==> src/rtl/alu_ctrl_decoder_pipe.sv <==
// ALU control decoder: a writable opcode decode table feeding a STAGES-deep valid/ready pipeline.
// Define ALU_CTRL_PARITY_EN to add per-entry even parity, a sticky parity_err and tbl_perr_inj.
module alu_ctrl_decoder_pipe #(
  parameter int OP_W   = 4,
  parameter int LS_W   = 4,
  parameter int STAGES = 2
) (
  input  logic              clk,
  input  logic              rst_n,
  input  logic              in_valid,
  input  logic [OP_W-1:0]   in_aluop,
  output logic              in_ready,
  input  logic              out_ready,
  input  logic              flush,
  input  logic              tbl_we,
  input  logic [OP_W-1:0]   tbl_addr,
  input  logic [LS_W+3:0]   tbl_wdata,
`ifdef ALU_CTRL_PARITY_EN
  input  logic              tbl_perr_inj,
  output logic              parity_err,
`endif
  output logic              out_valid,
  output logic [LS_W-1:0]   LogicSelect,
  output logic              ShiftSelectA,
  output logic              ShiftSelectB,
  output logic              CarrySelectA,
  output logic              CarrySelectB
);

  localparam int DATA_W = LS_W + 4;
  localparam int DEPTH  = 1 << OP_W;
`ifdef ALU_CTRL_PARITY_EN
  localparam int TBL_W  = DATA_W + 1;
`else
  localparam int TBL_W  = DATA_W;
`endif

  logic [TBL_W-1:0]  table_q [DEPTH];
  logic [TBL_W-1:0]  wr_word;
  logic [TBL_W-1:0]  rd_word;
  logic [STAGES-1:0] valid_q;
  logic [DATA_W-1:0] data_q [STAGES];
  logic [DATA_W-1:0] out_word;
  logic              adv;
  logic              accept;

  // The pipeline only stalls when the last stage holds a result nobody takes.
  assign out_valid = valid_q[STAGES-1];
  assign adv       = out_ready | ~out_valid;
  assign in_ready  = adv & ~flush;
  assign accept    = in_valid & in_ready;

`ifdef ALU_CTRL_PARITY_EN
  // Stored parity makes the XOR over the whole entry zero; injection flips it.
  assign wr_word = {(^tbl_wdata) ^ tbl_perr_inj, tbl_wdata};
`else
  assign wr_word = tbl_wdata;
`endif

  // Write-through: a lookup colliding with a write sees the new entry.
  assign rd_word = (tbl_we && (tbl_addr == in_aluop)) ? wr_word : table_q[in_aluop];

  // NOTE: the table must come up all-zero, so it is built from resettable flops,
  // not a RAM macro; a reset loop over the array is the intended structure here.
  always_ff @(posedge clk) begin
    if (!rst_n) begin
      for (int i = 0; i < DEPTH; i++) table_q[i] <= '0;
    end else if (tbl_we) begin
      table_q[tbl_addr] <= wr_word;
    end
  end

  // NOTE: every stage is updated with non-blocking assignments so each one
  // captures its predecessor's pre-edge value and the shift is order-independent.
  always_ff @(posedge clk) begin
    if (!rst_n) begin
      valid_q <= '0;
      for (int i = 0; i < STAGES; i++) data_q[i] <= '0;
    end else if (flush) begin
      valid_q <= '0;
    end else if (adv) begin
      valid_q[0] <= accept;
      data_q[0]  <= rd_word[DATA_W-1:0];
      for (int i = 1; i < STAGES; i++) begin
        valid_q[i] <= valid_q[i-1];
        data_q[i]  <= data_q[i-1];
      end
    end
  end

`ifdef ALU_CTRL_PARITY_EN
  always_ff @(posedge clk) begin
    if (!rst_n) begin
      parity_err <= 1'b0;
    end else if (accept && (^rd_word)) begin
      parity_err <= 1'b1;
    end
  end
`endif

  // Stale stage data stays in the registers after a flush; gating hides it.
  assign out_word = out_valid ? data_q[STAGES-1] : '0;
  assign {LogicSelect, ShiftSelectA, ShiftSelectB, CarrySelectA, CarrySelectB} = out_word;

endmodule

==> config.mk <==
export PLATFORM = sky130hd
export DESIGN_NAME = alu_ctrl_decoder_pipe
export DESIGN_NICKNAME = d
export VERILOG_FILES = /design/src/rtl/alu_ctrl_decoder_pipe.sv
export SDC_FILE = /design/constraint.sdc
export NUM_CORES = 1
export LEC_CHECK = 0
export CORE_UTILIZATION = 60
export DETAILED_ROUTE_END_ITERATION = 8
export HOLD_SLACK_MARGIN = 0.12
export PLACE_DENSITY = 0.82
export SLEW_MARGIN = 25
export SYNTH_ARGS = -nofsm -noshare
export SYNTH_HDL_FRONTEND = slang
export SYNTH_SLANG_ARGS = --single-unit
==> constraint.sdc <==
create_clock -name clk -period 3.83 [get_ports clk]
set_input_delay 0.766 -clock clk [delete_from_list [all_inputs] [get_ports clk]]
set_output_delay 0.766 -clock clk [all_outputs]
set_load 0.02 [all_outputs]
* Word-level counts from Yosys, hierarchy flattened
Memory sizes are Yosys's and may differ from the RTL's.
Index checks and enable logic that the tools add are counted.
** Cells by class
- Equality and inequality tests :: 1
- Muxes and demuxes :: 15
- Bitwise operators :: 8
- Reductions and logical operators :: 3
** Operator list (number)
- 2-to-1 mux 8 bit :: 5
- 2-to-1 mux 1 bit :: 9
- OR reduction 8 bit :: 1
- == test 4 bit :: 1
- 2-to-1 mux 4 bit :: 1
- NOT 1 bit :: 3
- bitwise OR 1 bit :: 3
- AND 1 bit :: 2
- OR reduction 2 bit :: 1
- logical AND 1 bit :: 1
** Word-level totals
- Register bits :: 2
- RAM bits :: 144
- Bits of input ports :: 22
- Output and inout port bits :: 10
- Word-level logic and storage cells :: 30
- Memories :: 2
** Memory list
- table_q :: words 16, width 8, rd ports 1, clocked after memory_dff 0, wr ports 16, line 38 : logic [TBL_W-1:0] table_q [DEPTH];
- data_q :: words 2, width 8, rd ports 2, clocked after memory_dff 0, wr ports 2, line 42 : logic [DATA_W-1:0] data_q [STAGES];

* Longest topological paths before layout
Gate-level depths: netlist (run 1).
- Depth after elaboration :: 7
- Gate-level depth with buffers :: 6
- Mapped depth without buffers :: 4

* Worst setup path after synthesis (run 1)
Ideal clock, no wire load.
- Path type :: input to register
- Start :: input port in_aluop[3]
- End :: memory data_q[0][3] (netlist name) (data pin)
- Setup time :: 0.256 ns
- Data arrival time :: 1.956 ns
- Data required time :: 3.574 ns
- Setup slack :: 1.618 ns
- Stages on the path :: 6
- Buffers on the path :: 2
- Cell sequence :: buf_4 -> clkbuf_1 -> mux4_2 -> a22oi_1 -> nand2_1 -> a22o_1
** RTL lines
- start, declared :: line 11 : input logic [OP_W-1:0] in_aluop,
- end, declared :: line 42

* Worst setup path after layout (run 1)
- Start :: input port out_ready
- End :: output port in_ready
** On the way
- Word-level cells in the longest chain between the ends :: 2
** RTL lines
- start, declared :: line 13 : input logic out_ready,
- bitwise OR 1 bit :: line 49 : assign adv = out_ready | ~out_valid;
- AND 1 bit :: line 50 : assign in_ready = adv & ~flush;
- end, declared :: line 12 : output logic in_ready,
No other way between the ends.

==> impl_metrics.csv, run 1 <==
group,metric,value,unit
cells_and_area,diodes,0,
power_and_ir_drop,p_leak,0.00276,uW
critical_path,cp_data_required_time,3.06,ns
grt,grt_overflow,0,
route,drc,0,
synth,synth_top_area_share,64.0,%
clock_tree,cts_tree,"done",
route,dr.pass1.iters,5,
floorplan,die-area,11700,um^2
synth,syn_area,6760,um^2
route,via_count,3942,
place,portBuffers,31,
clock_tree,clk_pin_slew,0.06,ns
grt,use_met1,37.8,%
route,ant_nets,0,
grt,antenna_found_initial,0,
grt,grt_pass1_wl,21700,um
cells_and_area,instances_no_fill,623,
floorplan,pin_count,32,
place,dp_hpwl,9260,um
route,drt_wl_total,14000,um
synth,synth.area.top_cells,"edfxtp_1 64%, and2_1 13%, mux4_2 7.3%",
worst_hold_path,min_path_type,"reg2reg",
critical_path,critical-path-top-delay-family,"buffers and inverters",
grt,grt_usage,26.4,%
synth,yosys.cell_count.top_type,"and2_1",
clock_tree,numCtsBuffers,17,
route,wl_per_cell,22.4,um
cells_and_area,areaGrowthSynthToFinish,15.1,%
place,dp_cells,591,
synth,synth_edf_count,144,
clock_tree,cts_sinks,146,
synth,syn_nets,462,
floorplan,initial_core_util,62.1,%
critical_path,cp-end-kind,"output pin",
clock_tree,post_cts_buffers,0,
clock_tree,cts_root_buffer,"clkbuf_8",
timing,fin_skew,0.0110,ns
synth,async_flop_share,0,%
critical_path,worstPathMaxFanout,6,
critical_path,slowest_stage,"clkdlybuf4s50_1",
floorplan,coreArea,10900,um^2
clock_tree,ctsResizeCount,0,
power_and_ir_drop,p_seq_share,47.2,%
critical_path,worstPathArrival,2.16,ns
route,avgViaCountPerCell,6.33,
cells_and_area,drive_gt1_share,12.6,%
grt,grt_max_degree,34,
timing,relSlewSlack,40.8,%
critical_path,cp_num_buf_inv,2,
clock_tree,cts_hold_buffers,0,
timing,fin_setup_tns,0,ns
clock_tree,cts_htree_levels,4,
power_and_ir_drop,power_switching,804,uW
timing,rsz0062_at_grt,"false",
timing,fmax,342,MHz
power_and_ir_drop,p_per_area,513,nW/um^2
grt,grt_pass1_vias,3818,
run_status,status,"finished clean",
synth,syn-instance-count,440,
power_and_ir_drop,pwr-share-comb,6.4,%
critical_path,cpPeakStageDelay,0.60,ns
cells_and_area,multi_input_area,2230,um^2
grt,met2_usage,39.9,%
timing,tightest_slew,0.882,ns
synth,ys_ff_latch,146,
power_and_ir_drop,internal_power,3180,uW
floorplan,die_h,108,um
power_and_ir_drop,p_clk_share,46.4,%
power_and_ir_drop,switching_share,20.2,%
timing,finalCritPeriodShare,76.4,%
critical_path,critPathMostFrequentCell,"clkdlybuf4s50_1",
timing,min_period,2.93,ns
place,place_area,7120,um^2
synth,ys.flop_type,"edfxtp_1",
synth,synth-seq-area-share,64.6,%
clock_tree,cts_buffer_depth,2,
synth,synth_top_cell_by_area,"edfxtp_1",
synth,synth.distinct_cells,31,
cells_and_area,fin_nets,492,
synth,yosysWarnings,0,
critical_path,critical_path_class,"in2out",
critical_path,worstPathCellList,"clkdlybuf4s50_1 -> and2b_1 -> nor2_1 -> clkdlybuf4s50_1",
timing,maxSlewViolCount,0,
synth,synth_commonest_cells,"145 x and2_1, 144 x edfxtp_1, 22 x mux4_2",
grt,busiest_layer,"met2",
clock_tree,clk_latency,0.53,ns
place,routabilityCongestion,0.859,
floorplan,rows,38,
job,max-cap-violations,0,
power_and_ir_drop,ir_drop,0.316,mV
cells_and_area,final_area,7780,um^2
timing,hold_viol_final,0,
cells_and_area,num-fill-cells,695,
critical_path,critPathLaunchType,"input port",
synth,syn_avg_cell_area,15.4,um^2
route,drtIter0Drc,306,
grt,grt_use_met3,5.42,%
timing,setup_violations,0,
cells_and_area,regArea,4360,um^2
floorplan,fp.dieW,108,um
[worst paths after layout]
kind / slack, ns / startpoint / to / cells after the start
setup / recovery: 0.90 / out_ready / in_ready / 4
hold / removal: 0.48 / valid_q[0] / valid_q[1] / 2
hold reg to reg: 0.48 / valid_q[0] / valid_q[1] / 2
setup reg to reg: 2.01 / table_q[10][5] / data_q[0][5] / 4
[state kept, by name (all words and copies together), names as in the netlist]
name and count:
table_q 128, data_q 16, valid_q 2
[per-layer routing]
| layer | routed length [um] | up-vias |
|---|---|---|
| li1 | - | 1708 |
| met4 | 330 | 0 |
| met1 | 5740 | 1960 |
| met5 | 0 | - |
| met3 | 1300 | 30 |
| met2 | 6600 | 244 |
[cell families after synthesis]
| family | count (synthesis) | share of synthesized area, % |
|---|---|---|
| AND/OR/NAND/NOR | 194 | 17.2 |
| XOR/XNOR | 4 | 0.518 |
| multiplexers | 33 | 11.4 |
| flip-flops | 146 | 64.6 |
| buffers and inverters | 25 | 2.39 |
| AO/OA/AOI/OAI | 38 | 3.96 |
[worst register-to-register path, delay by kind of cell, from the launching register on]
kind / cells / cell delay, ns
muxes: 1 / 0.54
DFF: 1 / 0.41
and+or+nand+nor: 1 / 0.12
AOI/OAI and AO/OA: 2 / 0.49
[cell type report]
class                           count  area share (%)
Sequential cell                   146            56.1
Tap cell                          140            2.25
Multi-Input combinational cell    269            28.7
Timing Repair Buffer               36            4.41
Clock inverter                     10            2.67
Clock buffer                       22            5.82
[through the flow]
stage	hold WS (ns)	setup slack, ns	utilization, %	power, uW
final	0.478	0.905	71.4	3990
after floorplan	0.440	1.62	-	2070
after global placement	0.457	0.837	65.4	2150
after global routing	0.529	0.847	71.4	4080
after detailed placement	0.469	0.704	65.4	2170
after CTS	0.486	0.895	71.4	3980
[power groups by stage]
stage	clock, uW	sequential (uW)	combinational [uW]
after floorplan	0	1890	171
after CTS	1850	1880	255
after global routing	1920	1890	272
final	1850	1880	257
after global placement	0	1910	245
after detailed placement	0	1910	252
[placed cells by master, fill, tap and decap left out, types with 5 or more instances in the layout]
cell and instances:
clkbuf_16 16, bufinv_16 6, buf_4 5, o21ai_1 13, mux4_1 10, nand2_1 10
a22o_1 8, nand2b_1 7, edfxtp_1 144, mux4_2 22, and2_1 145, a22oi_1 16
nor2_1 18, clkdlybuf4s50_1 30
(Power assumes the default switching activity.)
==> inputs of run 2 (changes only) <==
- clock period: 3.83 -> 3.07 ns (I/O delays scaled with it)
==> run 2 against run 1 <==
Compared with the run above: combinational power increased by 32%; largest power group unchanged; sequential share of layout area decreased by 0.67 points; die area unchanged; non-clock buffer count increased by 16.
==> impl_metrics.csv, run 2 (same netlist as run 1, synthesis figures left out) <==
group,metric,value,unit
clock_tree,cts_tree,"done",
clock_tree,numCtsBuffers,17,
timing,tightest_slew,0.743,ns
route,avgViaCountPerCell,6.13,
timing,finalCritPeriodShare,85.1,%
route,drtIter0Drc,354,
critical_path,worstPathCellList,"clkdlybuf4s50_1 -> and2b_1 -> nor2_1 -> clkdlybuf4s50_1",
timing,fin_setup_tns,0,ns
route,wl_per_cell,22.1,um
clock_tree,clk_latency,0.52,ns
power_and_ir_drop,finalPower,4820,uW
clock_tree,post_cts_buffers,0,
cells_and_area,mostFrequentLayoutCells,"145 x and2_1, 144 x edfxtp_1, 30 x clkdlybuf4s50_1",
cells_and_area,largest_register_ffs,128,
timing,rsz0062_at_grt,"false",
cells_and_area,final_common_cell,"and2_1",
place,routabilityCongestion,0.822,
cells_and_area,max_flop_register,"table_q",
critical_path,cp_num_buf_inv,2,
timing,fin_skew,0.00736,ns
cells_and_area,areaGrowthSynthToFinish,16.4,%
floorplan,coreArea,10900,um^2
grt,grt_max_degree,34,
clock_tree,cts_buffer_depth,2,
cells_and_area,post-route-util,72.3,%
clock_tree,clk_pin_slew,0.06,ns
cells_and_area,drive_gt1_share,14.9,%
critical_path,worstPathArrival,2.00,ns
timing,hold_viol_final,0,
cells_and_area,largestRegisters,"table_q (128), data_q (16), valid_q (2)",
critical_path,critPathLaunchType,"input port",
power_and_ir_drop,p_leak,0.00282,uW
critical_path,cp-end-kind,"output pin",
power_and_ir_drop,ir_drop,0.418,mV
floorplan,pin_count,32,
place,dp_hpwl,9050,um
cells_and_area,instances_no_fill,638,
timing,relSlewSlack,50.3,%
grt,grt_usage,27.1,%
floorplan,die_h,108,um
grt,grt_overflow,0,
run_status,status,"finished clean",
critical_path,critical-path-top-delay-family,"buffers and inverters",
place,portBuffers,31,
grt,grt_pass1_wl,21900,um
cells_and_area,diodes,0,
critical_path,slowest_stage,"clkdlybuf4s50_1",
timing,setup_violations,0,
power_and_ir_drop,p_per_area,613,nW/um^2
critical_path,critical_path_class,"in2out",
critical_path,critPathMostFrequentCell,"clkdlybuf4s50_1",
clock_tree,cts_hold_buffers,0,
clock_tree,cts_root_buffer,"clkbuf_8",
floorplan,die-area,11700,um^2
route,drt_wl_total,14100,um
floorplan,rows,38,
route,via_count,3914,
clock_tree,cts_htree_levels,4,
timing,fmax,383,MHz
grt,antenna_found_initial,0,
critical_path,cpPeakStageDelay,0.60,ns
worst_hold_path,min_path_type,"reg2reg",
cells_and_area,fin_nets,508,
floorplan,fp.dieW,108,um
route,dr.pass1.iters,5,
clock_tree,ctsResizeCount,0,
timing,maxSlewViolCount,0,
place,dp_cells,607,
floorplan,initial_core_util,62.1,%
route,drc,0,
grt,grt_pass1_vias,3906,
clock_tree,cts_sinks,146,
critical_path,worstPathMaxFanout,6,
critical_path,cp_data_required_time,2.46,ns
job,max-cap-violations,0,
route,ant_nets,0,
timing,min_period,2.61,ns
-- run 2: where the power goes --
| group | internal, uW | switching [uW] | leakage [uW] |
|---|---|---|---|
| clock | 1380 | 755 | 0.000295 |
| combinational | 150 | 190 | 0.00111 |
| sequential | 2310 | 36.6 | 0.00141 |
-- run 2: worst reg2reg max path: stages, from the launching register on --
cell      delay (ns)
edfxtp_1        0.40
mux4_1          0.55
a22oi_1         0.29
nand2_1         0.10
a22o_1          0.18
-- run 2: area by class of cell --
| class | instances | area (um^2) |
|---|---|---|
| sequential | 146 | 4360 |
| fill | 680 | 3020 |
| multi-input combinational | 269 | 2230 |
| timing repair buffer | 52 | 488 |
| clock buffer | 18 | 418 |
| clock inverter | 13 | 191 |
| tap | 140 | 175 |
-- run 2: worst paths after layout --
path / startpoint / endpoint / slack, ns / cells after the start
min: valid_q[0] / valid_q[1] / 0.49 / 2
max reg2reg: table_q[10][5] / data_q[0][5] / 1.31 / 4
max: out_ready / in_ready / 0.46 / 4
min reg2reg: valid_q[0] / valid_q[1] / 0.49 / 2
-- run 2: layer usage --
| metal | vias to the layer above | global-route usage, % | routed length (um) |
|---|---|---|---|
| met5 | - | 0 | 0 |
| li1 | 1741 | - | - |
| met2 | 196 | 42.1 | 6810 |
| met4 | 0 | 12.0 | 311 |
| met3 | 21 | 5.12 | 1170 |
| met1 | 1956 | 37.6 | 5830 |
-- run 2: per-stage QoR --
step | instance area, um^2 | worst slack (ns) | hold slack (ns)
detailed placement | 7260 | 0.441 | 0.478
global placement | 7260 | 0.456 | 0.462
global route | 7870 | 0.370 | 0.501
floorplan | 6760 | 1.01 | 0.440
CTS | 7870 | 0.446 | 0.493
finish | 7870 | 0.459 | 0.491
==> inputs of run 3 (changes only) <==
- CORE_UTILIZATION: 60 -> 48
- PLACE_DENSITY: 0.82 -> 0.69
==> run 3 against run 2 <==
Compared with the run above: setup slack got worse by 0.042 ns; clock-buffer cell count grew 3; cell count increased by 6.3%; utilization down 14 points; routed wire length decreased by 0.59%; critical endpoint unchanged; largest cell class unchanged; largest power group unchanged.
==> impl_metrics.csv, run 3 (same netlist as run 1, synthesis figures left out) <==
group,metric,value,unit
cells_and_area,largestRegisters,"table_q (128), data_q (16), valid_q (2)",
floorplan,die_h,121,um
cells_and_area,mostFrequentLayoutCells,"145 x and2_1, 144 x edfxtp_1, 30 x clkdlybuf4s50_1",
route,ant_nets,0,
route,drt_wl_total,14000,um
clock_tree,cts_tree,"done",
timing,relSlewSlack,50.8,%
critical_path,critical_path_class,"in2out",
clock_tree,cts_hold_buffers,0,
clock_tree,cts_htree_levels,4,
grt,antenna_found_initial,0,
grt,grt_max_degree,34,
cells_and_area,largest_register_ffs,128,
critical_path,worstReg2RegStart,"valid_q[1]",
timing,maxSlewViolCount,0,
timing,finalCritPeriodShare,86.4,%
route,avgViaCountPerCell,5.55,
route,via_count,3760,
timing,setup_violations,0,
cells_and_area,areaGrowthSynthToFinish,17.2,%
cells_and_area,final_common_cell,"and2_1",
clock_tree,cts_root_buffer,"clkbuf_16",
critical_path,worstPathArrival,2.04,ns
run_status,status,"finished clean",
grt,grt_pass1_wl,22300,um
power_and_ir_drop,switching_share,20.8,%
place,dp_hpwl,9320,um
power_and_ir_drop,p_per_area,600,nW/um^2
worst_hold_path,min_path_type,"reg2reg",
clock_tree,clk_latency,0.42,ns
floorplan,rows,42,
critical_path,cp-end-kind,"output pin",
timing,min_period,2.65,ns
timing,tightest_slew,0.736,ns
critical_path,cp_data_required_time,2.46,ns
critical_path,cpPeakStageDelay,0.61,ns
route,drc,0,
floorplan,fp.dieW,121,um
route,wl_per_cell,20.7,um
timing,hold_viol_final,0,
place,routabilityCongestion,0.849,
timing,fin_skew,0.00623,ns
clock_tree,ctsResizeCount,0,
critical_path,worstPathMaxFanout,6,
clock_tree,post_cts_buffers,0,
timing,fmax,377,MHz
clock_tree,numCtsBuffers,17,
worst_hold_path,worstHoldStart,"valid_q[0]",
route,dr.pass1.iters,4,
cells_and_area,drive_gt1_share,16.0,%
timing,rsz0062_at_grt,"false",
grt,grt_overflow,0,
floorplan,die-area,14600,um^2
place,place_area,7320,um^2
floorplan,pin_count,32,
floorplan,coreArea,13500,um^2
critical_path,critPathLaunch,"out_ready",
power_and_ir_drop,p_seq_share,49.2,%
power_and_ir_drop,ir_drop,0.357,mV
clock_tree,cts_buffer_depth,2,
floorplan,initial_core_util,50.0,%
timing,fin_setup_tns,0,ns
place,portBuffers,31,
power_and_ir_drop,internal_power,3770,uW
job,max-cap-violations,0,
cells_and_area,final_area,7920,um^2
critical_path,slowest_stage,"clkdlybuf4s50_1",
power_and_ir_drop,p_clk_share,43.6,%
power_and_ir_drop,pwr-share-comb,7.2,%
cells_and_area,max_flop_register,"table_q",
grt,grt_usage,21.5,%
critical_path,critPathMostFrequentCell,"clkdlybuf4s50_1",
power_and_ir_drop,power_switching,987,uW
clock_tree,cts_sinks,146,
route,drtIter0Drc,312,
power_and_ir_drop,p_leak,0.00283,uW
cells_and_area,fin_nets,510,
clock_tree,clk_pin_slew,0.06,ns
critical_path,critPathLaunchType,"input port",
grt,grt_pass1_vias,3952,
critical_path,worstPathCellList,"clkdlybuf4s50_1 -> and2b_1 -> nor2_1 -> clkdlybuf4s50_1",
[run 3: cell count changes in the layout (fill, tap and decap cells not counted)]
cell | before | now
clkinv_1 | 4 | 0
clkinv_2 | 2 | 6
buf_4 | 19 | 21
bufinv_16 | 5 | 3
clkbuf_1 | 1 | 2
clkbuf_16 | 16 | 17
clkbuf_8 | 1 | 2
clkinv_4 | 1 | 0
clkinvlp_4 | 1 | 2
diode_2 | 0 | 1
[run 3: worst paths after layout]
kind                       end  slack, ns  depth (start not counted)
setup / recovery      in_ready       0.42                          4
hold / removal      valid_q[1]       0.49                          2
setup reg to reg  data_q[0][2]       1.30                          4
hold reg to reg     valid_q[1]       0.49                          2
[run 3: layer usage]
metal	wire, um	share of wire [%]	up-vias	GRT usage [%]
li1	-	-	1742	-
met1	6100	43	1872	29.0
met2	6710	48	126	33.9
met3	862	6.1	20	4.29
met4	369	2.6	0	9.65
met5	0	0	-	0
[run 3: layout make-up]
class	instances	area [um^2]
Antenna cell	1	2.50
Fill cell	1049	5590
Timing Repair Buffer	54	503
Clock inverter	11	135
Clock buffer	21	460
Sequential cell	146	4360
Multi-Input combinational cell	269	2230
Tap cell	176	220
[run 3: critical path, delay by kind of cell]
family | cells | cell delay [ns]
buffers and inverters | 2 | 1.06
and+or+nand+nor | 2 | 0.36
[run 3: stage by stage]
step	total power, uW	setup slack [ns]	hold slack, ns	utilization (%)	cells
after floorplan	2580	1.01	0.440	-	440
after global placement	2710	0.450	0.458	54.2	645
after detailed placement	2720	0.423	0.486	54.2	645
after CTS	4780	0.410	0.499	58.6	677
after global routing	4900	0.368	0.529	58.6	677
final	4750	0.417	0.493	58.6	678
[run 3: power groups by stage]
stage | combinational (uW) | sequential [uW] | clock (uW)
after floorplan | 213 | 2360 | 0
after global placement | 331 | 2370 | 0
after detailed placement | 338 | 2380 | 0
after CTS | 340 | 2340 | 2100
after global routing | 364 | 2350 | 2190
final | 340 | 2340 | 2070
